$ cat src/rtl/nn_vector_stream_source_if.sv
// Bus bundle for the vector stream source: a wide vector load port on one
// side and an element-wide valid/ready stream on the other.
// master: the stream source itself; slave: whoever feeds vectors and
// consumes elements.
interface nn_vector_stream_source_if #(
  parameter int N     = 8,
  parameter int WIDTH = 16,
  parameter int LOGN  = 3
);
  logic                    vec_valid;
  logic                    vec_ready;
  logic [N*WIDTH-1:0]      vec_in;
  logic                    m_valid;
  logic                    m_ready;
  logic signed [WIDTH-1:0] data_out;
  logic                    m_last;
  logic [LOGN-1:0]         elem_idx;
  logic [15:0]             vec_sent;

  modport master (
    input  vec_valid, vec_in, m_ready,
    output vec_ready, m_valid, data_out, m_last, elem_idx, vec_sent
  );

  modport slave (
    output vec_valid, vec_in, m_ready,
    input  vec_ready, m_valid, data_out, m_last, elem_idx, vec_sent
  );
endinterface

$ cat src/rtl/nn_vector_stream_source.sv
// Vector-to-element stream source. Whole vectors land in a two-slot
// ping-pong buffer; the oldest buffered vector is sent one element per
// accepted transfer, element 0 first. Loading into the free slot while the
// other slot drains lets consecutive vectors stream without a bubble.
module nn_vector_stream_source #(
  parameter int N     = 8,
  parameter int WIDTH = 16,
  parameter int LOGN  = 3
) (
  input logic                       clk,
  input logic                       reset,
  nn_vector_stream_source_if.master bus
);

  // Slot storage carries no reset: count alone says which slots are live.
  logic [N*WIDTH-1:0] slot_mem [2];

  logic            wr_ptr_reg;
  logic            rd_ptr_reg;
  logic [1:0]      count_reg;
  logic [LOGN-1:0] idx_reg;
  logic [15:0]     vec_sent_reg;

  logic               load;
  logic               xfer;
  logic               last_elem;
  logic               vec_done;
  logic [1:0]         count_next;
  logic [N*WIDTH-1:0] cur_vec;
  logic [WIDTH-1:0]   elems [N];

  // Split the vector being drained into addressable elements.
  assign cur_vec = slot_mem[rd_ptr_reg];
  for (genvar gi = 0; gi < N; gi++) begin : g_elem
    assign elems[gi] = cur_vec[gi*WIDTH +: WIDTH];
  end

  // Handshakes and stream outputs; all are functions of registers (and
  // reset) only, so nothing here combinationally follows m_ready/vec_valid.
  always_comb begin
    bus.vec_ready = !reset && (count_reg != 2'd2);
    bus.m_valid   = !reset && (count_reg != 2'd0);
    last_elem     = (idx_reg == LOGN'(N - 1));
    bus.m_last    = bus.m_valid && last_elem;
    bus.data_out  = bus.m_valid ? elems[idx_reg] : '0;
    bus.elem_idx  = idx_reg;
    bus.vec_sent  = vec_sent_reg;
    load          = bus.vec_valid && bus.vec_ready;
    xfer          = bus.m_valid && bus.m_ready;
    vec_done      = xfer && last_elem;
  end

  // Occupancy: a load and a vector completion on the same edge cancel out.
  always_comb begin
    count_next = count_reg;
    case ({load, vec_done})
      2'b10:   count_next = count_reg + 2'd1;
      2'b01:   count_next = count_reg - 2'd1;
      default: count_next = count_reg;
    endcase
  end

  // Capture an incoming vector into the free slot (load implies not reset).
  always_ff @(posedge clk) begin
    if (load) begin
      slot_mem[wr_ptr_reg] <= bus.vec_in;
    end
  end

  // Pointer, element index, occupancy and completed-vector counter.
  always_ff @(posedge clk) begin
    if (reset) begin
      wr_ptr_reg   <= 1'b0;
      rd_ptr_reg   <= 1'b0;
      count_reg    <= 2'd0;
      idx_reg      <= '0;
      vec_sent_reg <= 16'd0;
    end else begin
      count_reg <= count_next;
      if (load) begin
        wr_ptr_reg <= ~wr_ptr_reg;
      end
      if (xfer) begin
        if (last_elem) begin
          idx_reg      <= '0;
          rd_ptr_reg   <= ~rd_ptr_reg;
          vec_sent_reg <= vec_sent_reg + 16'd1;
        end else begin
          idx_reg <= idx_reg + LOGN'(1);
        end
      end
    end
  end

endmodule
$ cat src/flat_wrapper.sv
// flat-port wrapper written by rule: the top's interface ports become plain ports
module nn_vector_stream_source_flat 
#(
  parameter int N     = 8,
  parameter int WIDTH = 16,
  parameter int LOGN  = 3
)
  (clk, reset, bus_vec_valid, bus_vec_in, bus_m_ready, bus_vec_ready, bus_m_valid, bus_data_out, bus_m_last, bus_elem_idx, bus_vec_sent);
  nn_vector_stream_source_if #(.N(N), .WIDTH(WIDTH), .LOGN(LOGN)) bus_i ();
  input logic clk;
  input logic reset;
  input wire logic [$bits(bus_i.vec_valid)-1:0] bus_vec_valid;
  input wire logic [$bits(bus_i.vec_in)-1:0] bus_vec_in;
  input wire logic [$bits(bus_i.m_ready)-1:0] bus_m_ready;
  output wire logic [$bits(bus_i.vec_ready)-1:0] bus_vec_ready;
  output wire logic [$bits(bus_i.m_valid)-1:0] bus_m_valid;
  output wire logic [$bits(bus_i.data_out)-1:0] bus_data_out;
  output wire logic [$bits(bus_i.m_last)-1:0] bus_m_last;
  output wire logic [$bits(bus_i.elem_idx)-1:0] bus_elem_idx;
  output wire logic [$bits(bus_i.vec_sent)-1:0] bus_vec_sent;
  assign bus_i.vec_valid = bus_vec_valid;
  assign bus_i.vec_in = bus_vec_in;
  assign bus_i.m_ready = bus_m_ready;
  assign bus_vec_ready = bus_i.vec_ready;
  assign bus_m_valid = bus_i.m_valid;
  assign bus_data_out = bus_i.data_out;
  assign bus_m_last = bus_i.m_last;
  assign bus_elem_idx = bus_i.elem_idx;
  assign bus_vec_sent = bus_i.vec_sent;
  nn_vector_stream_source #(.N(N), .WIDTH(WIDTH), .LOGN(LOGN)) u_core (.clk(clk), .reset(reset), .bus(bus_i));
endmodule
$ cat config.mk
export PLATFORM = sky130hd
export DESIGN_NAME = nn_vector_stream_source_flat
export DESIGN_NICKNAME = d
export VERILOG_FILES = /design/src/rtl/nn_vector_stream_source_if.sv /design/src/rtl/nn_vector_stream_source.sv /design/src/flat_wrapper.sv
export SDC_FILE = /design/constraint.sdc
export NUM_CORES = 1
export LEC_CHECK = 0
export BUFFER_PORTS_ARGS = -buffer_cell sky130_fd_sc_hd__buf_2
export CAP_MARGIN = 20
export CELL_PAD_IN_SITES_DETAIL_PLACEMENT = 1
export CELL_PAD_IN_SITES_GLOBAL_PLACEMENT = 1
export CORE_AREA = 3 3 236 122
export DETAILED_ROUTE_END_ITERATION = 8
export DIE_AREA = 0 0 239 125
export GPL_ROUTABILITY_DRIVEN = 0
export PLACE_DENSITY = 0.7
export SLEW_MARGIN = 15
export SYNTH_ARGS = -nofsm -noshare
export SYNTH_HDL_FRONTEND = slang
export SYNTH_SLANG_ARGS = --single-unit
$ cat constraint.sdc
create_clock -name clk -period 19.99 [get_ports clk]
set_input_delay 3.998 -clock clk [delete_from_list [all_inputs] [get_ports clk]]
set_output_delay 3.998 -clock clk [all_outputs]
set_load 0.02 [all_outputs]
Word-level counts from Yosys, hierarchy flattened
Memory sizes are Yosys's and may differ from the RTL's. A register that Yosys moved wholly into a read port is not among the register bits.
Cells that the tools add are included.
W data, S select, Z words.
{"block": "totals", "regBits": 23, "elab_cells": 38, "ram_bits": 256, "mem_count": 1}
{"block": "classes", "n_reduce_logical": 10, "add_sub_neg": 4, "eq_ne": 4, "muxes": 10, "order_cmp": 1, "bitwise": 3}
{"name": "u_core.slot_mem", "depth": 2, "width": 128, "read_ports": 1, "rd_ports_with_merged_regs": 1, "write_ports": 1, "line_no": "nn_vector_stream_source.sv:16", "source": "logic [N*WIDTH-1:0] slot_mem [2];"}
{"op": "$bmux W16 S3", "count": 1}
{"op": "$mux W16", "count": 3}
{"op": "$add A16 B1 Y16 const B", "count": 1}
{"op": "$logic_and A1 B1 Y1", "count": 6}
{"op": "$ge A4 B4 Y1 const B", "count": 1}
{"op": "$mux W1", "count": 4}
{"op": "$not A3 Y4", "count": 1}
{"op": "$pmux W2 S2", "count": 1}
{"op": "$reduce_bool A2 Y1", "count": 2}
{"op": "$add A3 B1 Y3 const B", "count": 1}
{"op": "$eq A3 B3 Y1 const B", "count": 1}
{"op": "$mux W3", "count": 1}
{"op": "$add A2 B1 Y2 const B", "count": 1}
{"op": "$eq A2 B1 Y1 const B", "count": 1}
{"op": "$eq A2 B2 Y1 const B", "count": 1}
{"op": "$ne A2 B2 Y1 const B", "count": 1}
{"op": "$not A1 Y1", "count": 2}
{"op": "$reduce_and A2 Y1", "count": 1}
{"op": "$sub A2 B1 Y2 const B", "count": 1}
{"op": "$logic_not A1 Y1", "count": 1}

Logic depth before layout (Yosys ltp)
{"block": "depth", "ltp_word": 6, "ltp_mapped": 8, "ltp_nobuf": 8}

Worst setup path after synthesis
Ideal clock, no wire load.
{"block": "synth_path", "path_type": "input port to flip-flop", "from": "input reset", "to": "memory u_core.slot_mem[0][0] (netlist name) (enable)", "required_ns": 19.373, "path_slack_ns": 9.746, "setup_ns": 0.617, "cell_stages": 3, "n_path_buf": 0, "t_arrival_ns": 9.626, "path_cell_list": "inv_1 > o211ai_1 > nor2_1"}
{"block": "synth_between", "elab_chain_len": 5}
{"item": "start, declared", "line_no": "flat_wrapper.sv:11", "source": "input logic reset;"}
{"item": "$logic_not A1 Y1", "line_no": "nn_vector_stream_source.sv:41", "source": "bus.vec_ready = !reset && (count_reg != 2'd2);"}
{"item": "$logic_and A1 B1 Y1", "line_no": "nn_vector_stream_source.sv:41"}
{"item": "$logic_and A1 B1 Y1", "line_no": "nn_vector_stream_source.sv:48", "source": "load = bus.vec_valid && bus.vec_ready;"}
{"item": "$mux W1", "line_no": "nn_vector_stream_source.sv:65", "source": "if (load) begin"}
{"item": "$mux W1 (implied by the code)", "line_no": "nn_vector_stream_source.sv:66", "source": "slot_mem[wr_ptr_reg] <= bus.vec_in;"}
{"item": "end, declared", "line_no": "nn_vector_stream_source.sv:16"}
Every way passes these cells.

Worst setup path after layout
{"block": "layout_path", "from": "input reset", "to": "output bus_data_out[2]"}
{"block": "layout_between", "elab_chain_len": 3}
{"item": "$logic_not A1 Y1", "line_no": "nn_vector_stream_source.sv:42", "source": "bus.m_valid = !reset && (count_reg != 2'd0);"}
{"item": "$logic_and A1 B1 Y1", "line_no": "nn_vector_stream_source.sv:42"}
{"item": "$mux W16", "line_no": "nn_vector_stream_source.sv:45", "source": "bus.data_out = bus.m_valid ? elems[idx_reg] : '0;"}
{"item": "end, declared", "line_no": "flat_wrapper.sv:17", "source": "output wire logic [$bits(bus_i.data_out)-1:0] bus_data_out;"}
Every way passes these cells.

==> reports/metrics.yaml <==
io_pins: 170
grt_overflow: 0
hold_viol_final: 0
hold_ws_ns: 0.4797
post_cts_buffers: 0
placed_area_um2: 11950
cts_max_level: 1
clkPwrFrac: 0.402
clk_latency_ns: 0.54
fmax_mhz: 96.13
swShare: 0.2093
syn_area_per_cell_um2: 20.64
largest_reg_flops: 256
track_usage: 0.1612
drc: 0
fin_area_um2: 12810
core_area_um2: 26590
fin_skew_ns: 0.01922
drt-initial-drc-count: 320
cts-root-buf: "clkbuf_16"
clk_path_buf_depth: 3
die-area_um2: 29880
power_frac_seq: 0.545
final-setup-viol-count: 0
async_reset_ff_frac: 0
cts_tree: "done"
internal_power_mw: 0.9669
critPathLaunchType: "primary input"
dr.pass1.iters: 4
cp.arrival_ns: 6.41
rsz0062_at_grt: "no"
cellPowerDensity_nw_per_um2: 95.42
clock_sink_count: 280
slew_viol_final: 0
status: "complete, no violations"
viasPerCell: 5.237
irDropWorstVdd_mv: 0.05990
multi_input_area_um2: 2421
total_power_mw: 1.223
hp-class: "reg2reg"
io_buffers: 169
die_w_um: 239
rows: 42
synth_cells: 521
ys_seq_area_frac: 0.7597
start_util: 0.4043
dieHeight_um: 125
finalWorstSetupSlack_ns: 9.587
synth_edf_count: 256
finalCritPeriodShare: 0.5204
num_vias: 5625
layout-drive-gt1-share: 0.4070
combinationalPowerShare: 0.053
seq_area_um2: 8173
nets: 831
grt_pass1_vias: 6221
critPathKind: "in2out"
cts_hold_buffers: 0
layout_min_cycle_time_ns: 10.40
synth_ff_type: "edfxtp_1"
critPathRequiredTime_ns: 15.99
ant_nets: 0
worst_slew_pin_slew_ns: 1.009
cts_made_buffers: 26
area_growth_pct: 19.19
tns_ns: 0
wl_per_cell_um: 22.66
max_cap_violations: 0
place_ws_ns: 9.602
synth_cell_type_count: 41
finalWirelength_mm: 24.34
p_switching_mw: 0.2559
leakagePower_nw: 4.406
grt_pass1_wl_mm: 36.83
clk_pin_slew_ns: 0.06
syn_area_um2: 10750
hpwl_mm: 15.76
grt_max_degree: 72
maxSlewHeadroom: 0.3274
cp_max_fo: 23
synth_seq_cells: 280
grt_antenna_before_repair: 9
ctsResizeCount: 0
syn-num-nets: 657
endpoint_kind: "output pin"
yosysWarnings: 0
nFillCells: 2524
per-layer routing:
| metal | track usage | wire (µm) |
|---|---|---|
| met1 | 0.1974 | 9573 |
| met2 | 0.2864 | 12820 |
| met3 | 0.03806 | 1266 |
| met4 | 0.04686 | 644 |
| met5 | 0 | 34 |
area by class of cell:
type / instances / area share
Multi-Input combinational cell: 205 / 0.1889
Clock inverter: 22 / 0.01523
Antenna cell: 7 / 0.001367
Tap cell: 352 / 0.03437
Clock buffer: 26 / 0.05077
Sequential cell: 280 / 0.6378
Timing Repair Buffer: 175 / 0.06952
Inverter: 7 / 0.002050
final timing paths:
path | startpoint | end | slack (ns) | depth (start not counted)
max | reset | bus_data_out[2] | 9.59 | 6
min | u_core.bus.vec_sent[15]$_SDFFE_PP0P_ | u_core.bus.vec_sent[15]$_SDFFE_PP0P_ | 0.48 | 2
max reg2reg | u_core.count_reg[0]$_SDFFE_PP0P_ | u_core.slot_mem[0][12]$_DFFE_PP_ | 17.06 | 4
min reg2reg | u_core.bus.vec_sent[15]$_SDFFE_PP0P_ | u_core.bus.vec_sent[15]$_SDFFE_PP0P_ | 0.48 | 2
power groups by stage:
stage / logic, mW / clock network, mW / registers, mW
finish: 0.0645 / 0.491 / 0.667
global route: 0.0706 / 0.529 / 0.668
CTS: 0.0659 / 0.506 / 0.667
detailed placement: 0.0656 / 0 / 0.680
global placement: 0.0637 / 0 / 0.678
floorplan: 0.0343 / 0 / 0.682
layout by cell type, fill, tap and decap left out, drive strengths merged, types with 3 or more instances in the layout:
cell    netlist  routed
xor2          8       8
inv           7       7
nand2         7       7
or3           5       5
edfxtp      256     256
o31ai         6       6
bufinv        0       3
mux4         61      61
clkinv        0      17
buf          15     175
dfxtp        24      24
o22ai         3       3
nor2         14      14
nand4         6       6
nand3        10      10
or4           5       5
a21oi        12      12
mux2          3       3
clkbuf       14      26
a22o         14      14
diode         0       7
o21ai         5       5
a221o        14      14
ha            4       4
mux2i         3       3
stage by stage:
step | cells | util
global placement | 1019 | 0.4495
global route | 1073 | 0.4818
detailed placement | 1019 | 0.4495
CTS | 1067 | 0.4813
finish | 1074 | 0.4819
floorplan | 521 | -
logic make-up (layout without fill, tap and decap cells):
kind of cell	Yosys count	after routing	share of synthesized area
muxes	67	67	0.1337
other	0	7	0
adders and majority gates	4	4	0.004655
DFF	280	280	0.7597
xor gates and xnor gates	10	10	0.008147
buffers and inverters	36	230	0.01734
AOI/OAI and AO/OA	61	61	0.04352
and+or+nand+nor	63	63	0.03293
worst max-delay path, stage by stage:
cell     delay (ns)
buf_2          0.23
o21ba_1        0.79
and3b_1        0.76
a22o_1         0.30
a221o_1        0.13
buf_2          0.17
synth_stat cells (6+ instances only):
master	n	area [µm²]
buf_2	8	40.04
a22o_1	14	122.6
o31ai_1	6	45.04
nand2_1	7	26.28
mux4_2	61	1374
edfxtp_1	256	7687
a221o_1	14	140.1
clkbuf_1	14	52.55
dfxtp_1	24	480.5
nand4_1	6	37.54
a21oi_1	12	60.06
nor2_1	14	52.55
xor2_1	8	70.07
nand3_1	9	45.04
inv_1	7	26.28
(Power assumes the default switching activity.)
